[config.mk]
export PLATFORM = sky130hd
export DESIGN_NAME = dmem_arbiter
export DESIGN_NICKNAME = d
export VERILOG_FILES = /design/src/rtl/dmem_arb_pkg.sv /design/src/rtl/dmem_arbiter_rr_arb2.sv /design/src/rtl/dmem_arbiter.sv
export SDC_FILE = /design/constraint.sdc
export NUM_CORES = 1
export LEC_CHECK = 0
export ABC_CLOCK_PERIOD_IN_PS = 2100
export CAP_MARGIN = 0
export CORE_ASPECT_RATIO = 0.75
export CORE_MARGIN = 4
export CORE_UTILIZATION = 31
export DETAILED_ROUTE_END_ITERATION = 6
export PLACE_DENSITY_LB_ADDON = 0.1
export REMOVE_ABC_BUFFERS = 1
export SLEW_MARGIN = 20
export SYNTH_ARGS = -nofsm -noshare
export SYNTH_HDL_FRONTEND = slang
export SYNTH_HIERARCHICAL = 1
export SYNTH_SLANG_ARGS = --single-unit
export TNS_END_PERCENT = 5
[constraint.sdc]
create_clock -name clk -period 2.1 [get_ports clk]
set_clock_uncertainty 0.1 [all_clocks]
set_input_delay 0.315 -clock clk [delete_from_list [all_inputs] [get_ports clk]]
set_output_delay 0.315 -clock clk [all_outputs]
set_load 0.005 [all_outputs]
[src/rtl/dmem_arb_pkg.sv]
// Shared constants and the address check used by the data-memory arbiter.
package dmem_arb_pkg;

  localparam int          PORT_CPU      = 0;
  localparam int          PORT_DMA      = 1;
  localparam int unsigned MEM_WORDS_DEF = 256;
  localparam int          ADDR_W_MAX    = 64;

  // Addresses arrive zero-extended to ADDR_W_MAX so the check is width independent.
  function automatic logic is_bad_addr(input logic [ADDR_W_MAX-1:0] addr,
                                       input int unsigned            words);
    return (addr[1:0] != 2'b00) || (addr[ADDR_W_MAX-1:2] >= {30'd0, words});
  endfunction

endpackage

[src/rtl/dmem_arbiter_rr_arb2.sv]
// Two-way round-robin grant; the pointer only moves when both ports request.
module rr_arb2 (
  input  logic       clk,
  input  logic       rst_n,
  input  logic [1:0] req_i,
  output logic [1:0] gnt_o
);

  logic rr_ptr_q, rr_ptr_d;
  logic conflict;

  assign conflict = &req_i;

  always_comb begin
    gnt_o    = req_i;
    rr_ptr_d = rr_ptr_q;
    if (conflict) begin
      gnt_o    = rr_ptr_q ? 2'b10 : 2'b01;
      rr_ptr_d = ~rr_ptr_q;
    end
  end

  always_ff @(posedge clk or negedge rst_n)
    if (!rst_n) rr_ptr_q <= 1'b0;
    else        rr_ptr_q <= rr_ptr_d;

endmodule

[src/rtl/dmem_arbiter.sv]
// Two-requester front end for the single-port data memory: grant, memory drive,
// one-cycle registered responses and a saturating conflict counter.
module dmem_arbiter
  import dmem_arb_pkg::*;
#(
  parameter int          ADDR_W    = 32,
  parameter int          DATA_W    = 32,
  parameter int unsigned MEM_WORDS = MEM_WORDS_DEF
) (
  input  logic              clk,
  input  logic              rst_n,
  input  logic              m0_valid,
  output logic              m0_ready,
  input  logic              m0_we,
  input  logic [ADDR_W-1:0] m0_addr,
  input  logic [DATA_W-1:0] m0_wdata,
  output logic              m0_rsp_valid,
  output logic [DATA_W-1:0] m0_rsp_rdata,
  output logic              m0_rsp_err,
  input  logic              m1_valid,
  output logic              m1_ready,
  input  logic              m1_we,
  input  logic [ADDR_W-1:0] m1_addr,
  input  logic [DATA_W-1:0] m1_wdata,
  output logic              m1_rsp_valid,
  output logic [DATA_W-1:0] m1_rsp_rdata,
  output logic              m1_rsp_err,
  output logic              mem_read,
  output logic              mem_write,
  output logic [ADDR_W-1:0] mem_addr,
  output logic [DATA_W-1:0] mem_wdata,
  input  logic [DATA_W-1:0] mem_rdata,
  output logic [15:0]       conflict_cnt
);

  logic [1:0]             req, gnt, we, err;
  logic [1:0][ADDR_W-1:0] addr;
  logic [1:0][DATA_W-1:0] wdata;
  logic [1:0]             rsp_valid, rsp_err;
  logic [1:0][DATA_W-1:0] rsp_rdata;

  assign req   = {m1_valid, m0_valid};
  assign we    = {m1_we, m0_we};
  assign addr  = {m1_addr, m0_addr};
  assign wdata = {m1_wdata, m0_wdata};

  rr_arb2 u_arb (
    .clk   (clk),
    .rst_n (rst_n),
    .req_i (req),
    .gnt_o (gnt)
  );

  assign m0_ready = gnt[PORT_CPU];
  assign m1_ready = gnt[PORT_DMA];

  // Grant is one-hot, so OR-ing the granted lane onto the pins is safe.
  always_comb begin
    mem_read  = 1'b0;
    mem_write = 1'b0;
    mem_addr  = '0;
    mem_wdata = '0;
    for (int i = 0; i < 2; i++) begin
      if (gnt[i]) begin
        mem_read  = ~we[i] & ~err[i];
        mem_write =  we[i] & ~err[i];
        mem_addr  = addr[i];
        mem_wdata = wdata[i];
      end
    end
  end

  for (genvar i = 0; i < 2; i++) begin : g_port
    logic              vld_q, err_q;
    logic [DATA_W-1:0] rdata_q, rdata_d;

    assign err[i]  = is_bad_addr(ADDR_W_MAX'(addr[i]), MEM_WORDS);
    assign rdata_d = (~we[i] & ~err[i]) ? mem_rdata : '0;

    // Losing / idle port keeps its last data and error flag.
    always_ff @(posedge clk or negedge rst_n)
      if (!rst_n) begin
        vld_q   <= 1'b0;
        err_q   <= 1'b0;
        rdata_q <= '0;
      end else begin
        vld_q <= gnt[i];
        if (gnt[i]) begin
          err_q   <= err[i];
          rdata_q <= rdata_d;
        end
      end

    assign rsp_valid[i] = vld_q;
    assign rsp_err[i]   = err_q;
    assign rsp_rdata[i] = rdata_q;
  end

  assign m0_rsp_valid = rsp_valid[PORT_CPU];
  assign m0_rsp_err   = rsp_err[PORT_CPU];
  assign m0_rsp_rdata = rsp_rdata[PORT_CPU];
  assign m1_rsp_valid = rsp_valid[PORT_DMA];
  assign m1_rsp_err   = rsp_err[PORT_DMA];
  assign m1_rsp_rdata = rsp_rdata[PORT_DMA];

  logic [15:0] cnt_q, cnt_d;

  assign cnt_d = (&req && cnt_q != 16'hFFFF) ? cnt_q + 16'd1 : cnt_q;

  always_ff @(posedge clk or negedge rst_n)
    if (!rst_n) cnt_q <= '0;
    else        cnt_q <= cnt_d;

  assign conflict_cnt = cnt_q;

endmodule

======== After elaboration in Yosys (flattened, before gate mapping) ========
Index checks and enable logic that the tools add are counted.
storage, ports and cells
  bits in registers ....................... 85
  bits of input ports ..................... 166
  output and inout port bits .............. 152
  logic and storage cells ................. 39
cells by class
  add/sub/neg operators ................... 1
  order comparisons ....................... 2
  eq/ne operators ......................... 1
  muxes and demuxes ....................... 12
  bitwise gates (word level) .............. 9
  reductions and logical operators ........ 6
operator list
  operator                 count
  $mux W32                 6
  $ge A30 B9 Y1 const B    2
  $add A16 B1 Y16 const B  1
  $ne A16 B16 Y1 const B   1
  $not A1 Y1               5
  $and A1 B1 Y1            4
  $mux W1                  4
  $mux W2                  2
  $reduce_bool A2 Y1       2
  $logic_or A1 B1 Y1       2
  $reduce_and A2 Y1        1
  $logic_and A1 B1 Y1      1

======== Depth between registers and ports, before layout ========
Gate-level depths: netlist of run 1.
  depth in word-level cells ............... 6
  depth in mapped cells ................... 7
  mapped depth without buffers ............ 6

======== By module ========
The synthesis of run 1 kept the hierarchy.
by module, submodules not included
  module        instances  cells each  area each (um2)  sequential area each (um2)
  dmem_arbiter  1          356         4121.5           2102.0
  rr_arb2       1          6           56.3             25.0

======== Least setup slack after synthesis of run 1 ========
No wires, ideal clock.
  path kind ............................... reg-to-output
  start ................................... register u_arb.rr_ptr_q
  end ..................................... output mem_addr[0]
  arrival time ............................ 1818 ps
  required time ........................... 1685 ps
  setup slack ............................. -133 ps
  stages on the path, launching flop included .. 6
  path buffers ............................ 2
  cells stage by stage .................... dfrtp_1 > a21boi_0 > nor2b_1 > clkbuf_1 > buf_1 > a22o_1
on the way
  longest elaborated chain between the ends .. 4
ends and longest elaborated chain
  item                    line                        text
  start, declared         dmem_arbiter_rr_arb2.sv:9   logic rr_ptr_q, rr_ptr_d;
  start signal, assigned  dmem_arbiter_rr_arb2.sv:25  else rr_ptr_q <= rr_ptr_d;
  $mux W2                 dmem_arbiter_rr_arb2.sv:18  gnt_o = rr_ptr_q ? 2'b10 : 2'b01;
  $mux W2                 dmem_arbiter_rr_arb2.sv:17  if (conflict) begin
  named net m0_ready      dmem_arbiter.sv:13          output logic m0_ready,
  $mux W32 (2 in series)  dmem_arbiter.sv:64          if (gnt[i]) begin
  end, declared           dmem_arbiter.sv:30          output logic [ADDR_W-1:0] mem_addr,
The timed path passes the listed nets, and every way through them passes these cells.

======== Worst setup path in the final report of run 1 ========
  start ................................... register u_arb.rr_ptr_q
  end ..................................... output mem_addr[23]
on the way
  longest elaborated chain between the ends .. 4
ends and longest elaborated chain
  item        line
  $mux W2 *   dmem_arbiter_rr_arb2.sv:18
  $mux W2 *   dmem_arbiter_rr_arb2.sv:17
  $mux W32    dmem_arbiter.sv:64
  $mux W32 *  dmem_arbiter.sv:64
Mark *: on every way between the ends. The rest lies on a longest branch, timed or not.

==> results_dict.tcl, run 1 <==
set metrics [dict create \
    synth_seq_cells 85 \
    num_rows 36 \
    route.antenna.remaining_nets 0 \
    coreArea_um2 13100 \
    maxCapViolCount 0 \
    yosysWarningCount 6 \
    finalSetupViolCount 66 \
    r2r_cells 7 \
    diodes 0 \
    die_y_um 109 \
    hold_violations 0 \
    p_leak_nw 3.81 \
    power_density_nw_per_um2 647 \
    place_ws_ns -0.820 \
    numPortBuffers 317 \
    cp_max_fo 8 \
    clock.fmax_ghz 0.420 \
    cp_data_arrival_time_ns 1.97 \
    slew_violations 0 \
    vias 4745 \
    period_share 1.13 \
    cts_tree "yes" \
    worstSetupEndpointType "output pin" \
    start_util 0.319 \
    syn-mean-instance-area_um2 11.5 \
    worstSetupPathType "flip-flop to output pin" \
    violations "negative setup slack" \
    clock-root-buffer "clkbuf_16" \
    fin_worst_hold_slack_ns 0.386 \
    fin_ws_ns -0.280 \
    cts.sinks 85 \
    firstDrtPassIters 7 \
    cts_buffers 9 \
    die_area_um2 15400 \
    n_fill_cell 1082 \
    status "complete, but fails checks" \
    hold_class "input pin to asynchronous set/reset pin" \
    antenna_found_initial 1 \
    cts_max_level 3 \
    setup.worst_path.end "mem_addr[23]" \
    mostFrequentLayoutCells "clkdlybuf4s50_1 (243), a22o_1 (90), dfrtp_1 (85), buf_4 (54), buf_2 (41)" \
    synth-edff-count 0 \
    grt_pass1_wl_um 31000 \
    cts.path.max_buffers 2 \
    r2r_start "u_arb/rr_ptr_q$_DFFE_PN0P_" \
    cp_data_required_time_ns 1.68 \
    ys_async_sr_fraction 1.00 \
    place_hpwl_um 15900 \
    ir_drop_uv 482 \
    netlist-cell-type-count 37 \
    critPathLaunch "u_arb/rr_ptr_q$_DFFE_PN0P_" \
    drc_errors 0 \
    rsz0062_at_grt "true" \
    die_x_um 142 \
    crit_path_start_kind "flip-flop" \
    pin_count 318 \
    gr-total-overflow 0 \
    synthCells 362 \
    synth_flop_cell "dfrtp_1" \
    drive_above_1_share 0.255 \
    r2r_end "m1_rsp_rdata[1]$_DFFE_PN0P_" \
    via_per_inst 5.19 \
    drtIter0Drc 332 \
    slew_headroom 0.671 \
    clk_latency_ns 0.33 \
    clk_pin_slew_ns 0.07 \
    gp_congestion 0.953 \
    period_minus_slack_ns 2.38 \
    syn-cell-area_um2 4180 \
    grt_max_degree 50 \
    grt_pass1_vias 4890 \
    nets 906 \
    wirelength_um 21500 \
    ys_seq_area_frac 0.509 \
    layout_commonest_cell "clkdlybuf4s50_1" \
    gr-usage-all-layers 0.264 \
    post_drt_wl_per_cell_um 23.5 \
    tightest_slew_ns 0.494 \
    rrSetupSlack_ns 0.15 \
    syn_to_final_growth_pct 105 \
]
metal layers:
layer | wire [um] | GRT usage | share of wire | vias up
met5 | 7 | 0 | 0.00033 | -
li1 | - | - | - | 2177
met4 | 274 | 0.0493 | 0.013 | 2
met1 | 8830 | 0.346 | 0.41 | 2342
met2 | 10100 | 0.417 | 0.47 | 201
met3 | 2260 | 0.107 | 0.11 | 23
logic make-up (layout without fill, tap and decap cells):
kind of cell	count (synthesis)	after routing	synth area share
and+or+nand+nor	88	88	0.133
xor gates and xnor gates	14	14	0.0293
buffers and inverters	34	416	0.0341
DFF	85	85	0.509
muxes	1	1	0.00270
AOI/OAI and AO/OA	139	139	0.289
adders and majority gates	1	1	0.00299
sequential cells by signal, summed over array words and instances, names as in the netlist:
name	cells
m0_rsp_err	1
m1_rsp_err	1
m0_rsp_rdata	32
m0_rsp_valid	1
u_arb/rr_ptr_q	1
m1_rsp_valid	1
m1_rsp_rdata	32
conflict_cnt	16
cells in the mapped netlist, drive strengths merged (5+ instances only):
cell / instances / share of area
o21ai: 5 / 0.0060
xnor2: 10 / 0.021
nor4: 11 / 0.020
nor2: 7 / 0.0063
clkbuf: 19 / 0.017
dfrtp: 85 / 0.51
a31o: 33 / 0.069
buf: 11 / 0.013
nand3: 7 / 0.0084
nand2: 9 / 0.0081
and4: 5 / 0.011
nand4: 7 / 0.010
a22o: 95 / 0.20
nor2b: 33 / 0.049
worst min-delay path by stage:
stage                                 startpoint                           end  slack (ns)  depth (start not counted)
floorplan                                  rst_n   conflict_cnt[0]$_DFFE_PN0P_       -0.08                          0
global placement                           rst_n   conflict_cnt[0]$_DFFE_PN0P_        0.21                          1
detailed placement                         rst_n   conflict_cnt[0]$_DFFE_PN0P_        0.22                          1
CTS                                        rst_n   conflict_cnt[0]$_DFFE_PN0P_        0.40                          2
global route        m1_rsp_rdata[14]$_DFFE_PN0P_  m1_rsp_rdata[14]$_DFFE_PN0P_        0.43                          1
finish                                     rst_n   conflict_cnt[0]$_DFFE_PN0P_        0.39                          2
cell type report:
type                            count  area, um^2  area share
Clock buffer                        9         225      0.0263
Clock inverter                      7        73.8     0.00862
Inverter                            4        15.0     0.00175
Multi-Input combinational cell    243        2040       0.238
Sequential cell                    85        2130       0.248
Tap cell                          171         214      0.0250
Timing Repair Buffer              396        3870       0.452
timing repair:
action                                  4_1_cts  5_1_grt
hold buffers                                  1        0
endpoints found under the setup margin      100       98
hold endpoints to repair                     36        0
cloned                                        6        1
pin swaps                                    13       12
buffers inserted                             17        3
gates resized for setup                     282       22
per-stage QoR:
| stage | util | area, um^2 | std cells | setup TNS, ns | power, W |
|---|---|---|---|---|---|
| 2_1_floorplan | - | 4050 | 332 | -517.38 | 0.00238 |
| 3_3_place_gp | 0.607 | 7960 | 874 | -63.72 | 0.00370 |
| 3_5_place_dp | 0.607 | 7960 | 874 | -66.23 | 0.00372 |
| 4_1_cts | 0.654 | 8570 | 913 | -11.19 | 0.00554 |
| 5_1_grt | 0.653 | 8560 | 915 | -14.44 | 0.00577 |
| 6_report | 0.653 | 8560 | 915 | -10.54 | 0.00554 |
power by group:
part           switching (W)  internal (W)  total, W
sequential          0.000102       0.00171   0.00181
clock               0.000676      0.000927   0.00160
combinational       0.000871       0.00125   0.00213
critical path: stages, from the launching register on:
cell      delay [ns]
dfrtp_1         0.39
inv_2           0.06
a21boi_4        0.19
buf_12          0.13
nor2b_4         0.04
buf_12          0.14
buf_8           0.12
buf_12          0.13
buf_8           0.12
a22o_1          0.17
buf_2           0.14
Note: power is estimated with default switching activity, not from simulation.
==> run 2, diff against run 1 <==
--- a/config.mk
+++ b/config.mk
@@ -8,7 +8,6 @@
 export ABC_CLOCK_PERIOD_IN_PS = 2100
 export CAP_MARGIN = 0
 export CORE_ASPECT_RATIO = 0.75
-export CORE_MARGIN = 4
 export CORE_UTILIZATION = 31
 export DETAILED_ROUTE_END_ITERATION = 6
 export PLACE_DENSITY_LB_ADDON = 0.1
==> results_dict.tcl, run 2 (synthesis gave the netlist of run 1 again) <==
set metrics [dict create \
    power_density_nw_per_um2 638 \
    regArea_um2 2130 \
    cp_data_arrival_time_ns 1.95 \
    rrSetupSlack_ns -0.04 \
    finalSetupViolCount 96 \
    ir_drop_uv 476 \
    gr-usage-all-layers 0.269 \
    clock-root-buffer "clkbuf_16" \
    period_minus_slack_ns 2.36 \
    path_common_cell "buf_6" \
    p_leak_nw 3.75 \
    status "complete, but fails checks" \
    syn_to_final_growth_pct 100 \
    r2r_end "m1_rsp_rdata[10]$_DFFE_PN0P_" \
    post-route-util 0.641 \
    period_share 1.12 \
    place_hpwl_um 14400 \
    hold_violations 0 \
    die_x_um 136 \
    cpMaxStageDelayCell "dfrtp_1" \
    clk_latency_ns 0.33 \
    grt_max_degree 53 \
    slew_violations 0 \
    violations "negative setup slack" \
    tightest_slew_ns 0.450 \
    grt_pass1_wl_um 27400 \
    r2r_cells 9 \
    fin_ws_ns -0.262 \
    grt_pass1_vias 4474 \
    slew_headroom 0.700 \
    cts.sinks 85 \
    start_util 0.320 \
    coreArea_um2 13100 \
    cts_max_level 3 \
    cts_buffers 9 \
    worstSetupEndpointType "output pin" \
    layout_commonest_cell "clkdlybuf4s50_1" \
    multi_input_area_um2 1980 \
    path_cells "inv_2, a21boi_4, buf_6, nor4b_2, nand4_1, buf_4, nor3_4, a31o_1, buf_6" \
    drive_above_1_share 0.242 \
    clock.fmax_ghz 0.423 \
    clk_pin_slew_ns 0.06 \
    die_y_um 103 \
    route.antenna.remaining_nets 0 \
    mostFrequentLayoutCells "clkdlybuf4s50_1 (246), a22o_1 (93), dfrtp_1 (85), buf_4 (53), buf_2 (48)" \
    drc_errors 0 \
    drtIter0Drc 283 \
    vias 4691 \
    fin_area_um2 8370 \
    place_ws_ns -0.734 \
    die_area_um2 13900 \
    gp_congestion 0.870 \
    numPortBuffers 317 \
    pin_count 318 \
    firstDrtPassIters 5 \
    post_drt_wl_per_cell_um 21.6 \
    cp_slowest_stage_delay_ns 0.38 \
    n_fill_cell 1078 \
    num_rows 36 \
    path_buf_inv 4 \
    nets 903 \
    r2r_start "u_arb/rr_ptr_q$_DFFE_PN0P_" \
    placed_area_um2 7930 \
    wirelength_um 19700 \
    worstSetupPathType "flip-flop to output pin" \
    antenna_found_initial 1 \
    cts.path.max_buffers 2 \
    cp_max_fo 2 \
    rsz0062_at_grt "true" \
    gr-total-overflow 0 \
    cp_top_family "buffers and inverters" \
    crit_cells 9 \
    cts_tree "yes" \
    hold_class "input pin to asynchronous set/reset pin" \
    via_per_inst 5.14 \
    maxCapViolCount 0 \
    cp_data_required_time_ns 1.68 \
    crit_path_start_kind "flip-flop" \
]
## run 2: cell count changes in the layout (fill, tap and decap cells not counted), sizes merged, moves of 3 or more
cell,previous run,this run
clkdlybuf4s15,14,6
clkdlybuf4s50,243,246
clkbuf,12,18
dlygate4sd2,8,3
buf,126,130
## run 2: final cells by class
| type | count | share of cell area |
|---|---|---|
| clock inverter | 4 | 0.00374 |
| timing repair buffer | 393 | 0.447 |
| sequential | 85 | 0.254 |
| inverter | 4 | 0.00179 |
| antenna | 1 | 0.000299 |
| clock buffer | 12 | 0.0306 |
| tap | 171 | 0.0256 |
| multi-input combinational | 243 | 0.237 |
## run 2: worst max-delay path by stage
stage                               start        end  slack (ns)
2_1_floorplan  u_arb/rr_ptr_q$_DFFE_PN0P_  mem_write       -5.17
3_3_place_gp                     m1_valid   mem_read       -0.72
3_5_place_dp                     m0_valid   mem_read       -0.73
4_1_cts        u_arb/rr_ptr_q$_DFFE_PN0P_   mem_read       -0.28
5_1_grt        u_arb/rr_ptr_q$_DFFE_PN0P_   mem_read       -0.39
6_report       u_arb/rr_ptr_q$_DFFE_PN0P_   mem_read       -0.26
## run 2: stage by stage
stage	TNS (ns)	total power, W	cells	hold WS, ns
global route	-18.80	0.00557	912	0.380
finish	-9.39	0.00534	913	0.366
floorplan	-517.38	0.00238	332	-0.0806
detailed placement	-61.11	0.00369	872	0.201
CTS	-13.53	0.00536	907	0.368
global placement	-57.90	0.00367	872	0.191
## run 2: per-layer routing
metal,wire (um),up-vias,global-route usage,share of wire
li1,-,2175,-,-
met1,8390,2290,0.364,0.42
met2,8800,206,0.404,0.45
met3,2210,20,0.0973,0.11
met4,344,0,0.0761,0.017
met5,0,-,0,0
## run 2: what timing repair did
| action | 4_1_cts | 5_1_grt |
|---|---|---|
| pin swaps | 16 | 22 |
| hold endpoints to repair | 33 | 0 |
| endpoints found under the setup margin | 101 | 99 |
| gates cloned | 4 | 2 |
| gates resized for setup | 276 | 27 |
| hold buffers | 1 | 0 |
| setup buffers | 14 | 6 |
## run 2: worst register-to-register path, stage by stage (launching register included)
cell and delay, ns:
dfrtp_1 0.38, inv_2 0.06, a21boi_4 0.18, buf_6 0.12, nor4b_2 0.16, nand4_1 0.16, buf_4 0.18, nor3_4 0.11
buf_4 0.39, a22o_1 0.23
## run 2: power by group
part	switching (W)	total (W)	internal, W
combinational	0.000827	0.00200	0.00117
sequential	0.0000957	0.00181	0.00171
clock	0.000659	0.00153	0.000874
total	0.00158	0.00534	0.00376
==> run 3, diff against run 2 <==
--- a/config.mk
+++ b/config.mk
@@ -11,6 +11,7 @@
 export CORE_UTILIZATION = 31
 export DETAILED_ROUTE_END_ITERATION = 6
 export PLACE_DENSITY_LB_ADDON = 0.1
+export RECOVER_POWER = 25
 export REMOVE_ABC_BUFFERS = 1
 export SLEW_MARGIN = 20
 export SYNTH_ARGS = -nofsm -noshare
==> results_dict.tcl, run 3 (synthesis gave the netlist of run 1 again) <==
set metrics [dict create \
    stdcell_count 913 \
    maxCapViolCount 0 \
    drive_above_1_share 0.242 \
    worstSetupEndpointType "output pin" \
    layout_commonest_cell "clkdlybuf4s50_1" \
    finalPower_w 0.00533 \
    cts_tree "yes" \
    cts.sinks 85 \
    drc_errors 0 \
    regArea_um2 2130 \
    n_fill_cell 1079 \
    tightest_slew_ns 0.843 \
    path_cells "inv_2, a21boi_4, buf_6, nor4b_2, nand4_1, buf_4, nor3_4, a31o_1, buf_6" \
    start_util 0.320 \
    grt_pass1_vias 4474 \
    clock-root-buffer "clkbuf_16" \
    status "complete, but fails checks" \
    crit_path_start_kind "flip-flop" \
    wirelength_um 19800 \
    pin_count 318 \
    hp-start "m0_valid" \
    antenna_found_initial 1 \
    multi_input_area_um2 1980 \
    finalSetupViolCount 94 \
    mostFrequentLayoutCells "clkdlybuf4s50_1 (246), a22o_1 (93), dfrtp_1 (85), buf_4 (52), buf_2 (48)" \
    drtIter0Drc 234 \
    hold_violations 0 \
    clk_latency_ns 0.33 \
    gr-total-overflow 0 \
    firstDrtPassIters 4 \
    hold_class "input pin to flip-flop" \
    gp_congestion 0.870 \
    ir_drop_uv 477 \
    place_hpwl_um 14400 \
    cp_data_arrival_time_ns 1.94 \
    fin_area_um2 8360 \
    slew_headroom 0.438 \
    syn_to_final_growth_pct 100 \
    period_share 1.12 \
    period_minus_slack_ns 2.36 \
    vias 4673 \
    via_per_inst 5.12 \
    rsz0062_at_grt "true" \
    die_x_um 136 \
    place_inst 872 \
    cp_data_required_time_ns 1.68 \
    placed_area_um2 7930 \
    place_ws_ns -0.734 \
    critPathLaunch "u_arb/rr_ptr_q$_DFFE_PN0P_" \
    die_y_um 103 \
    cts_max_level 3 \
    cpMaxStageDelayCell "dfrtp_1" \
    violations "negative setup slack" \
    p_leak_nw 3.74 \
    worstSetupPathType "flip-flop to output pin" \
    cp_slowest_stage_delay_ns 0.38 \
    clk_pin_slew_ns 0.06 \
    cp_max_fo 2 \
    cts_buffers 9 \
    fin_ws_ns -0.259 \
    numPortBuffers 317 \
    route.antenna.remaining_nets 0 \
    nets 903 \
    clock.fmax_ghz 0.424 \
    r2r_start "u_arb/rr_ptr_q$_DFFE_PN0P_" \
    post_drt_wl_per_cell_um 21.7 \
    die_area_um2 13900 \
    gr-usage-all-layers 0.269 \
    cts.path.max_buffers 2 \
    num_rows 36 \
    power_density_nw_per_um2 638 \
    grt_pass1_wl_um 27400 \
    slew_violations 0 \
    path_common_cell "buf_6" \
    grt_max_degree 53 \
    coreArea_um2 13100 \
]
==> run 3: cell types whose count changed in the layout (fill, tap and decap cells not counted), sizes merged <==
cell / previous run / this run
buf: 130 / 129
clkbuf: 18 / 19
==> run 3: metrics by stage <==
stage	hold slack [ns]	setup TNS, ns	utilization
finish	0.386	-9.25	0.640
global route	0.380	-18.80	0.640
detailed placement	0.201	-61.11	0.607
floorplan	-0.0806	-517.38	-
global placement	0.191	-57.90	0.607
CTS	0.368	-13.53	0.642
==> run 3: worst paths after layout <==
check                      depth (start not counted)                      endpoint  slack (ns)
min                                                3    u_arb/rr_ptr_q$_DFFE_PN0P_        0.39
max reg2reg                                        9  m1_rsp_rdata[10]$_DFFE_PN0P_       -0.04
max                                                9                      mem_read       -0.26
max in group asynchronous                          3  m1_rsp_rdata[30]$_DFFE_PN0P_        0.41
min in group asynchronous                          2   conflict_cnt[0]$_DFFE_PN0P_        0.52
min reg2reg                                        1  conflict_cnt[15]$_DFFE_PN0P_        0.41
==> run 3: final cells by class <==
type / instances / share of cell area
diodes: 1 / 0.000299
clock buffers: 12 / 0.0307
clock inverters: 4 / 0.00374
inverters: 4 / 0.00180
multi-input cells: 243 / 0.237
flip-flops and latches: 85 / 0.254
well taps: 171 / 0.0256
repair buffers: 393 / 0.446
==> run 3: layer usage <==
metal	routed length (um)	vias to the layer above	global-route usage
li1	-	2174	-
met1	8550	2302	0.364
met2	8920	180	0.404
met3	2020	17	0.0973
met4	319	0	0.0761
met5	0	-	0
==> run 3: worst max-delay path: cells and delay by family (launching register included) <==
| kind | cells | cell delay [ns] |
|---|---|---|
| AND/OR/NAND/NOR | 3 | 0.43 |
| flip-flops | 1 | 0.38 |
| buffers and inverters | 4 | 0.47 |
| AO/OA/AOI/OAI | 2 | 0.32 |
==> run 3: repair_timing <==
| item | 4_1_cts | 5_1_grt |
|---|---|---|
| pin swaps | 16 | 22 |
| resized for setup | 276 | 27 |
| cloned | 4 | 2 |
| buffers inserted | 14 | 6 |
| hold buffers | 1 | 0 |
| endpoints found under the hold margin | 33 | 0 |
| endpoints found under the setup margin | 101 | 99 |
==> run 3: where the power goes <==
group	total, W	internal [W]	leakage, nW	switching [W]
Combinational	0.00200	0.00117	2.44	0.000830
Clock	0.00152	0.000873	0.143	0.000649
Sequential	0.00181	0.00171	1.16	0.0000954
